## config.mk

```make
export PLATFORM = sky130hd
export DESIGN_NAME = mac_dot_engine
export DESIGN_NICKNAME = d
export VERILOG_FILES = /design/src/rtl/mac_dot_engine_pkg.sv /design/src/rtl/mac_dot_engine_mac_pipe_stage.sv /design/src/rtl/mac_dot_engine.sv
export SDC_FILE = /design/constraint.sdc
export NUM_CORES = 1
export LEC_CHECK = 0
export ABC_AREA = 1
export BUFFER_PORTS_ARGS = -buffer_cell sky130_fd_sc_hd__buf_2
export CORE_MARGIN = 5
export CORE_UTILIZATION = 45
export CTS_BUF_LIST = sky130_fd_sc_hd__clkbuf_16
export CTS_CLUSTER_DIAMETER = 120
export CTS_CLUSTER_SIZE = 12
export DETAILED_ROUTE_END_ITERATION = 12
export PLACE_DENSITY = 0.69
export SETUP_SLACK_MARGIN = 0.05
export SYNTH_ARGS = -nofsm -noshare
export SYNTH_HDL_FRONTEND = slang
export SYNTH_SLANG_ARGS = --single-unit
```

## constraint.sdc

```tcl
create_clock -name clk -period 3.5 [get_ports clk]
set_clock_uncertainty 0.15 [all_clocks]
set_input_delay 0.525 -clock clk [delete_from_list [all_inputs] [get_ports clk]]
set_output_delay 0.525 -clock clk [all_outputs]
set_load 0.05 [all_outputs]
```

## src/rtl/mac_dot_engine_pkg.sv

```systemverilog
// Shared definitions for the MAC dot-product engine: default widths and
// the FSM state encoding used by the top level.
package mac_dot_engine_pkg;

  localparam int DATA_W = 16;
  localparam int ACC_W  = 40;
  localparam int LEN_W  = 8;

  localparam logic [1:0] ST_IDLE  = 2'd0;
  localparam logic [1:0] ST_RUN   = 2'd1;
  localparam logic [1:0] ST_DRAIN = 2'd2;
  localparam logic [1:0] ST_OUT   = 2'd3;

endpackage

```

## src/rtl/mac_dot_engine_mac_pipe_stage.sv

```systemverilog
// Registered signed multiplier followed by a wrapping accumulator.
// A product is captured on every fire cycle; its valid flag trails by one
// cycle and gates the accumulate. A clear input zeroes the running sum.
module mac_pipe_stage
  import mac_dot_engine_pkg::*;
#(
  parameter int DataWidth = DATA_W,
  parameter int AccWidth  = ACC_W
) (
  input  logic                 clk,
  input  logic                 aclr,
  input  logic                 i_fire,
  input  logic                 i_acc_clr,
  input  logic [DataWidth-1:0] i_w_data,
  input  logic [DataWidth-1:0] i_i_data,
  output logic [AccWidth-1:0]  o_acc
);

  localparam int ProdWidth = 2 * DataWidth;

  logic signed [ProdWidth-1:0] w_w_sx;
  logic signed [ProdWidth-1:0] w_i_sx;
  logic signed [ProdWidth-1:0] w_prod;
  logic        [AccWidth-1:0]  r_prod;
  logic                        r_prod_v;
  logic        [AccWidth-1:0]  r_acc;

  // Operands are widened to the full product width first so the multiply
  // is evaluated as a signed full-width operation.
  assign w_w_sx = ProdWidth'($signed(i_w_data));
  assign w_i_sx = ProdWidth'($signed(i_i_data));
  assign w_prod = w_w_sx * w_i_sx;

  // Capture the sign-extended product on each pop; valid follows the pop.
  always_ff @(posedge clk or negedge aclr) begin
    if (!aclr) begin
      r_prod   <= '0;
      r_prod_v <= 1'b0;
    end else begin
      // NOTE: sequential state uses <= so every register samples pre-edge values.
      r_prod_v <= i_fire;
      if (i_fire) begin
        r_prod <= AccWidth'(w_prod);
      end
    end
  end

  // Accumulate valid products modulo 2^AccWidth; clear has priority.
  always_ff @(posedge clk or negedge aclr) begin
    if (!aclr) begin
      r_acc <= '0;
    end else if (i_acc_clr) begin
      r_acc <= '0;
    end else if (r_prod_v) begin
      r_acc <= r_acc + r_prod;
    end
  end

  assign o_acc = r_acc;

endmodule

```

## src/rtl/mac_dot_engine.sv

```systemverilog
// Dot-product engine: pops weight and activation FIFOs in lock-step,
// accumulates VecLen signed products and offers the sum on a valid/ready
// output. FSM, issue counter and handshake live here; arithmetic lives in
// mac_pipe_stage.
module mac_dot_engine
  import mac_dot_engine_pkg::*;
#(
  parameter int DataWidth = DATA_W,
  parameter int AccWidth  = ACC_W,  // must be at least 2*DataWidth
  parameter int LenWidth  = LEN_W
) (
  input  logic                 clk,
  input  logic                 aclr,
  input  logic                 Start,
  input  logic [LenWidth-1:0]  VecLen,
  input  logic                 W_Empty,
  input  logic                 I_Empty,
  input  logic [DataWidth-1:0] W_Data,
  input  logic [DataWidth-1:0] I_Data,
  output logic                 W_Pop,
  output logic                 I_Pop,
  output logic [AccWidth-1:0]  Acc_Out,
  output logic                 OutValid,
  input  logic                 OutReady,
  output logic                 Busy
);

  logic [1:0]          r_state;
  logic [LenWidth-1:0] r_len;
  logic [LenWidth-1:0] r_issued;
  logic [LenWidth-1:0] w_issued_nxt;
  logic                w_pop;
  logic                w_start;
  logic [AccWidth-1:0] w_acc;

  // FIFO DataOut is combinational, so the pop and the operand sample share
  // a cycle; both pops come from one term so they can never diverge.
  assign w_pop        = (r_state == ST_RUN) & ~W_Empty & ~I_Empty & (r_issued != r_len);
  assign w_start      = (r_state == ST_IDLE) & Start;
  assign w_issued_nxt = r_issued + LenWidth'(1);

  // Main control FSM with the issued-product counter.
  always_ff @(posedge clk or negedge aclr) begin
    if (!aclr) begin
      r_state  <= ST_IDLE;
      r_len    <= '0;
      r_issued <= '0;
    end else begin
      case (r_state)
        ST_IDLE: begin
          if (Start) begin
            r_len    <= VecLen;
            r_issued <= '0;
            r_state  <= (VecLen != '0) ? ST_RUN : ST_OUT;
          end
        end
        ST_RUN: begin
          if (w_pop) begin
            r_issued <= w_issued_nxt;
            // Leave on the edge of the last pop so DRAIN covers its accumulate.
            if (w_issued_nxt == r_len) begin
              r_state <= ST_DRAIN;
            end
          end
        end
        ST_DRAIN: r_state <= ST_OUT;
        ST_OUT: begin
          if (OutReady) begin
            r_state <= ST_IDLE;
          end
        end
        default: r_state <= ST_IDLE;
      endcase
    end
  end

  mac_pipe_stage #(
    .DataWidth (DataWidth),
    .AccWidth  (AccWidth)
  ) u_pipe (
    .clk       (clk),
    .aclr      (aclr),
    .i_fire    (w_pop),
    .i_acc_clr (w_start),
    .i_w_data  (W_Data),
    .i_i_data  (I_Data),
    .o_acc     (w_acc)
  );

  assign W_Pop    = w_pop;
  assign I_Pop    = w_pop;
  assign Acc_Out  = w_acc;
  assign OutValid = (r_state == ST_OUT);
  assign Busy     = (r_state != ST_IDLE);

endmodule

```

==> impl_metrics.json, run 1 <==
{
  "outcome": "finished with violations",
  "violations": "negative setup slack",
  "grt_pass1_vias": 17240,
  "rows": 72,
  "grt.total_usage_pct": 24.28,
  "setup_viol": 27,
  "fin_util_pct": 56.83,
  "max_freq_ghz": 0.1886,
  "overflow": 0,
  "n_antenna_cell": 0,
  "grt_max_degree": 56,
  "finish.net_count": 3221,
  "ys_top_cells_by_count": "nand2_1 (860), inv_1 (641), fa_1 (263), nor2_1 (131), ha_1 (126)",
  "arrival_ns": 5.40,
  "async_flop_share_pct": 100.0,
  "dr_total_vias": 16450,
  "hp-class": "in2async",
  "rsz0062_at_grt": "true",
  "wl_um": 52400,
  "cts.hold.buffers_added": 0,
  "clk_pin_slew_ns": 0.08,
  "drv_slew": 0,
  "relSlewSlack_pct": 48.22,
  "synth_nets": 2993,
  "portBuffers": 89,
  "cp.required_ns": 3.59,
  "startpoint_type": "input port",
  "syn_avg_cell_area_um2": 6.952,
  "dp_slack_ns": -2.322,
  "place_congestion": 0.9790,
  "final.setup.tns_ns": -40.35,
  "ant_nets": 0,
  "drc": 0,
  "cap_violations": 0,
  "synth-edff-count": 0,
  "r2r-start": "u_pipe.o_acc[0]",
  "drt_pass1_iterations": 7,
  "period_share_pct": 151.5,
  "cts_root_buf": "clkbuf_16",
  "yosysMostFrequentCell": "nand2_1",
  "clockBufferDepth": 2,
  "crit_start": "I_Data[15]",
  "crit_type": "in2reg",
  "reg2regPathDepth": 15,
  "synthCells": 2558,
  "start_util_pct": 45.70,
  "yosysWarnings": 0,
  "netlist_area_um2": 17780,
  "core_um2": 38920,
  "netlist_top_cells_area": "fa_1 (30%), nand2_1 (18%), inv_1 (14%)",
  "synth_top_area_share_pct": 29.61,
  "die_h_um": 208.8,
  "hpwlAfterDp_um": 44000,
  "layout-drive-gt1-share_pct": 21.18,
  "synth_top_area_cell": "fa_1",
  "clk_latency_ns": 0.37,
  "wl_per_cell_um": 15.84,
  "synth-main-ff-cell": "dfrtp_1",
  "cts_tree": "yes",
  "die_x_um": 208.8,
  "fin_crit_ns": 5.303,
  "grt_pass1_wl_um": 86470,
  "r2r-end": "u_pipe.o_acc[32]",
  "routed_via_density": 4.972,
  "io_pins": 90,
  "synth_cell_types": 41,
  "htreeDepth": 3,
  "antenna_found_initial": 1,
  "drtIter0Drc": 1150,
  "synth_seq_cells": 91,
  "seq_area_frac_synth_pct": 12.81,
  "max_slew.worst_pin.slew_ns": 0.7767,
  "setup_ws_ns": -1.803,
  "cts_sinks": 91,
  "rrSetupSlack_ns": 0.65,
  "crit_path_end_kind": "register",
  "whs_ns": 0.07959,
  "die_area_um2": 43590,
  "endpoint": "u_pipe.r_prod[20]",
  "area_growth_pct": 24.36,
  "numCtsBuffers": 9,
  "hold_viol_final": 0,
  "path_max_fanout": 6
}
-- metrics by stage --
stage / cell area, um2 / cells
after floorplan: 18820 / 2558
after global placement: 20490 / 3255
after detailed placement: 20490 / 3255
after CTS: 21580 / 3294
after global routing: 22120 / 3309
final: 22120 / 3309
-- routing by layer --
metal  track usage, %  wire length, um  up-vias
li1                 -                -     7956
met1            32.24            22770     8034
met2            43.61            26130      397
met3            2.085             2433       64
met4            5.108             1060        0
met5                0                0        -
-- registers in the layout, indices dropped and copies added (netlist names) --
signal and count:
u_pipe.o_acc 40, u_pipe.r_prod 32, r_issued 8, r_len 8, r_state 2, u_pipe.r_prod_v 1
-- cell type report --
cell class	instances	area, um2
clock buffers	9	225.2
clock inverters	7	58.81
fillers	3680	16800
inverters	641	2412
multi-input cells	1750	14080
flip-flops and latches	91	2277
well taps	518	648.1
repair buffers	293	2412
-- what timing repair did --
| action | 4_1_cts | 5_1_grt |
|---|---|---|
| endpoints found under the setup margin | 27 | 27 |
| buffers inserted | 22 | 16 |
| pin swaps | 85 | 85 |
| hold endpoints to repair | 0 | 0 |
| cloned | 1 | 1 |
| resized for setup | 169 | 118 |
-- worst min-delay path by stage --
stage / to / slack [ns]
finish: r_len[6] / 0.08
detailed placement: u_pipe.r_prod[2] / 0.33
CTS: r_issued[7] / 0.11
floorplan: r_issued[0] / 0.08
global route: r_issued[7] / 0.15
global placement: u_pipe.r_prod[17] / 0.32
-- layout by cell type, fill, tap and decap left out, drive strengths merged, types with 2 or more instances in the layout --
master and instances:
clkbuf 12, dfrtp 91, fa 263, nor4 2, buf 289, or2 11
xnor2 24, nor2 132, o31ai 2, nor3 15, inv 643, nand2 865
xor2 10, clkinv 3, nor3b 2, clkinvlp 2, a31oi 2, ha 126
nand4 27, nand3b 11, a21oi 61, o21ai 73, nand3 107, o21bai 11
-- worst max-delay path, stage by stage --
cell        delay [ns]
buf_6             0.07
clkinvlp_4        0.12
buf_6             0.16
buf_6             0.12
nor2_4            0.07
fa_1              0.43
fa_1              0.47
fa_1              0.60
fa_1              0.44
fa_1              0.52
inv_1             0.05
fa_1              0.51
inv_2             0.05
ha_4              0.29
nand2_4           0.06
buf_6             0.12
nor2_4            0.13
inv_2             0.07
nor2_4            0.11
nand4_1           0.17
nand3_1           0.12
nand2_1           0.06
nand3_1           0.07
nand2_1           0.06
-- kinds of logic (layout without fill, tap and decap cells) --
kind of cell	Yosys count	in the layout	synth area share, %
AOI/OAI and AO/OA	153	153	4.798
xor gates and xnor gates	34	34	1.780
adders and majority gates	389	389	38.47
buffers and inverters	717	950	15.36
DFF	91	91	12.81
and+or+nand+nor	1174	1174	26.79
Power of run 1 is left out: the tool's default activity adds up to more than one toggle a clock period on the data nets, which glitch-free logic cannot reach.
==> run 2, diff against run 1 <==
- RECOVER_POWER: default -> 100
==> run 2 against run 1 <==
Effect of this change:
- the run still ends with negative setup slack left
- register-to-register slack about the same
- non-clock buffer count unchanged
- hold slack improved by 0.16 ns
- critical path depth unchanged
- sequential cell count unchanged
- final cell count unchanged
- critical path type unchanged
- highest routed layer unchanged
==> impl_metrics.json, run 2 (same netlist as run 1, synthesis figures left out) <==
{
  "place_inst": 3255,
  "rows": 72,
  "clk_latency_ns": 0.37,
  "grt.total_usage_pct": 24.28,
  "startpoint_type": "input port",
  "highest_layer": "met4",
  "wl_um": 52500,
  "overflow": 0,
  "layout-drive-gt1-share_pct": 19.67,
  "hpwlAfterDp_um": 44000,
  "crit_type": "in2reg",
  "dr_total_vias": 16410,
  "wl_met1_um": 22880,
  "antenna_found_initial": 1,
  "setup_viol": 27,
  "place_congestion": 0.9790,
  "hold_viol_final": 0,
  "die_x_um": 208.8,
  "period_share_pct": 151.7,
  "cts_sinks": 91,
  "cts_root_buf": "clkbuf_16",
  "relSlewSlack_pct": 2.064,
  "drtIter0Drc": 1207,
  "arrival_ns": 5.40,
  "outcome": "finished with violations",
  "crit_path_end_kind": "register",
  "setup_ws_ns": -1.811,
  "ant_nets": 0,
  "die_h_um": 208.8,
  "routed_via_density": 4.958,
  "grt_pass1_vias": 17240,
  "stdcell_count": 3309,
  "die_area_um2": 43590,
  "path_max_fanout": 6,
  "fin_util_pct": 56.62,
  "cp.required_ns": 3.59,
  "n_antenna_cell": 0,
  "hp-class": "in2reg",
  "htreeDepth": 3,
  "final_common_cell": "nand2_1",
  "fin_crit_ns": 5.311,
  "wl_met2_um": 26150,
  "grt_max_degree": 56,
  "rsz0062_at_grt": "true",
  "drt_pass1_iterations": 7,
  "clockBufferDepth": 2,
  "cts.hold.buffers_added": 0,
  "max_slew.worst_pin.slew_ns": 1.469,
  "drc": 0,
  "finish.net_count": 3221,
  "nFillCells": 3689,
  "layout_common_cells": "nand2_1 (795), inv_1 (593), fa_1 (245)",
  "start_util_pct": 45.70,
  "max_freq_ghz": 0.1883,
  "core_um2": 38920,
  "grt_pass1_wl_um": 86470,
  "io_pins": 90,
  "clk_pin_slew_ns": 0.08,
  "drv_slew": 0,
  "dr_wl_met3_um": 2414,
  "whs_ns": 0.2397,
  "cts_tree": "yes",
  "wl_per_cell_um": 15.86,
  "cap_violations": 0,
  "area_growth_pct": 23.91,
  "numCtsBuffers": 9,
  "violations": "negative setup slack",
  "largest_register_ffs": 40,
  "portBuffers": 89
}
[run 2: cell count changes in the layout (fill, tap and decap cells not counted), sizes merged]
| cell | previous run | this run |
|---|---|---|
| clkbuf | 12 | 60 |
| buf | 289 | 241 |
[run 2: stage by stage]
step	cell area [um2]	setup WS [ns]	TNS (ns)
after detailed placement	20490	-2.322	-53.51
after floorplan	18820	-1.956	-41.15
after CTS	21580	-1.794	-39.62
after global placement	20490	-2.315	-52.31
final	22040	-1.811	-40.51
after global routing	22040	-1.972	-45.16
[run 2: layer usage]
metal  track usage, %  up-vias
met5                0        -
met4            5.108        0
met3            2.085       64
met2            43.61      413
met1            32.24     7971
li1                 -     7957
[run 2: path summary, 6_finish.rpt]
check,startpoint,endpoint,slack (ns),depth (start not counted)
setup / recovery,I_Data[15],u_pipe.r_prod[20],-1.81,24
min in group asynchronous,aclr,r_len[6],0.35,1
setup reg to reg,u_pipe.o_acc[0],u_pipe.o_acc[32],0.64,15
max in group asynchronous,aclr,u_pipe.r_prod[8],1.14,2
hold reg to reg,u_pipe.r_prod[21],u_pipe.r_prod[21],0.35,2
hold / removal,VecLen[5],r_len[5],0.24,3
[run 2: area by class of cell]
cell class              instances  area (um2)  share of cell area (%)
multi-input cells            1750       14080                   63.90
inverters                     641        2412                   10.95
repair buffers                293        2333                   10.59
flip-flops and latches         91        2277                   10.33
well taps                     518       648.1                   2.941
clock buffers                   9       225.2                   1.022
clock inverters                 7       58.81                  0.2669
[run 2: repair_timing]
action                     4_1_cts  5_1_grt
hold endpoints to repair         0        0
setup endpoints to repair       27       27
gates resized for setup        169      118
cloned                           1        1
setup buffers                   22       16
pin swaps                       85       85
[run 2: critical path: stages]
cell and delay (ns):
buf_6 0.07, clkinvlp_4 0.11, buf_6 0.16, buf_6 0.12, nor2_4 0.07, fa_1 0.43
fa_1 0.47, fa_1 0.60, fa_1 0.44, fa_1 0.52, inv_1 0.05, fa_1 0.51
inv_2 0.05, ha_4 0.29, nand2_4 0.06, buf_6 0.12, nor2_4 0.13, inv_2 0.07
nor2_4 0.11, nand4_1 0.17, nand3_1 0.12, nand2_1 0.06, nand3_1 0.07, nand2_1 0.06
Power of run 2 is left out for the same reason.
==> run 3, diff against run 2 <==
- BUFFER_PORTS_ARGS: -buffer_cell sky130_fd_sc_hd__buf_2 -> -buffer_cell sky130_fd_sc_hd__clkbuf_2
- RECOVER_POWER: 100 -> default
==> run 3 against run 2 <==
Effect of this change:
- the flow finishes with violations (negative hold slack, negative setup slack)
- maximum frequency is 1.4% lower
- global-route usage down 0.28 points
- sequential share of layout area is 0.088 points lower
- non-clock buffer count up 1
- via count shrank 0.45%
- sequential cell count stayed put
- final cell count barely moved
==> impl_metrics.json, run 3 (same netlist as run 1, synthesis figures left out) <==
{
  "outcome": "finished with violations",
  "violations": "negative hold slack, negative setup slack",
  "arrival_ns": 5.49,
  "period_share_pct": 153.9,
  "drv_slew": 0,
  "place_congestion": 0.9749,
  "reg2regPathDepth": 15,
  "max_slew.worst_pin.slew_ns": 0.5840,
  "numCtsBuffers": 9,
  "grt_pass1_vias": 17340,
  "clockBufferDepth": 2,
  "drtIter0Drc": 1028,
  "die_area_um2": 43590,
  "cp.required_ns": 3.60,
  "dr_total_vias": 16330,
  "start_util_pct": 45.70,
  "startpoint_type": "input port",
  "hp-class": "in2async",
  "setup_viol": 26,
  "cpPeakStageDelay_ns": 0.52,
  "htreeDepth": 3,
  "routed_via_density": 4.934,
  "hold_viol_final": 12,
  "largest_register_ffs": 40,
  "wl_per_cell_um": 15.63,
  "ant_nets": 0,
  "max_freq_ghz": 0.1856,
  "finish.net_count": 3222,
  "cp_slowest_cell": "fa_1",
  "setup_ws_ns": -1.887,
  "antenna_found_initial": 0,
  "grt.total_usage_pct": 24.00,
  "portBuffers": 89,
  "cts_tree": "yes",
  "final_common_cell": "nand2_1",
  "final.setup.tns_ns": -40.96,
  "crit_cells": 25,
  "cap_violations": 0,
  "io_pins": 90,
  "wl_um": 51740,
  "n_antenna_cell": 0,
  "rsz0062_at_grt": "true",
  "layout-drive-gt1-share_pct": 21.13,
  "fin_crit_ns": 5.387,
  "dpl-instance-area_um2": 20580,
  "crit_type": "in2reg",
  "clk_latency_ns": 0.36,
  "dp_slack_ns": -2.631,
  "drc": 0,
  "die_x_um": 208.8,
  "crit_path_end_kind": "register",
  "r2r-end": "u_pipe.o_acc[32]",
  "core_um2": 38920,
  "r2r-start": "u_pipe.o_acc[0]",
  "layout_common_cells": "nand2_1 (796), inv_1 (601), fa_1 (247)",
  "relSlewSlack_pct": 61.07,
  "overflow": 0,
  "clk_pin_slew_ns": 0.08,
  "rrSetupSlack_ns": 0.69,
  "crit_top_cell": "fa_1",
  "critical_path.top_delay_family": "adder cells",
  "whs_ns": -0.01118,
  "grt_pass1_wl_um": 86320,
  "nFillCells": 3725,
  "die_h_um": 208.8,
  "grt_max_degree": 56,
  "final_cell_area_um2": 22230,
  "hpwlAfterDp_um": 43980,
  "rows": 72,
  "cts_root_buf": "clkbuf_16",
  "area_growth_pct": 24.98,
  "path_max_fanout": 4,
  "critical_path_buf_inv_count": 9,
  "drt_pass1_iterations": 5,
  "cts.hold.buffers_added": 0,
  "cts_sinks": 91
}
[run 3: changes by cell type in the layout (fill, tap and decap cells not counted), sizes merged]
cell | previous run | this run
buf | 241 | 216
bufbuf | 1 | 0
bufinv | 0 | 1
clkbuf | 60 | 87
clkinvlp | 2 | 1
[run 3: what timing repair did]
action,in CTS,in global routing
cloned,0,0
setup buffers,10,19
setup endpoints to repair,27,27
gates resized for setup,154,135
pin swaps,70,101
[run 3: worst max path at each step]
stage,from,endpoint,slack (ns)
final,I_Data[15],u_pipe.r_prod[24],-1.89
after floorplan,I_Data[2],u_pipe.r_prod[31],-1.96
after global placement,W_Data[15],u_pipe.r_prod[27],-2.58
after CTS,I_Data[15],u_pipe.r_prod[29],-1.91
after detailed placement,W_Data[15],u_pipe.r_prod[27],-2.63
after global routing,I_Data[15],u_pipe.r_prod[31],-2.11
[run 3: final cells by class]
class	instances	area, um2	share of cell area, %
repair buffers	294	2436	10.96
inverters	641	2412	10.85
clock buffers	9	225.2	1.013
multi-input cells	1750	14130	63.59
well taps	518	648.1	2.916
flip-flops and latches	91	2277	10.25
clock inverters	7	92.59	0.4166
[run 3: per-stage QoR]
step | utilization [%] | instances
4_1_cts | 55.57 | 3292
5_1_grt | 57.11 | 3310
3_5_place_dp | 52.89 | 3266
3_3_place_gp | 52.89 | 3266
2_1_floorplan | - | 2558
6_report | 57.11 | 3310
[run 3: per-layer routing]
layer	global-route usage, %	wire (um)	share of wire (%)	up-vias
li1	-	-	-	7951
met1	32.01	22640	44	7889
met2	42.63	25750	50	401
met3	1.785	2048	4.0	90
met4	6.076	1296	2.5	0
met5	0	0	0	-
Power of run 3 is left out for the same reason.
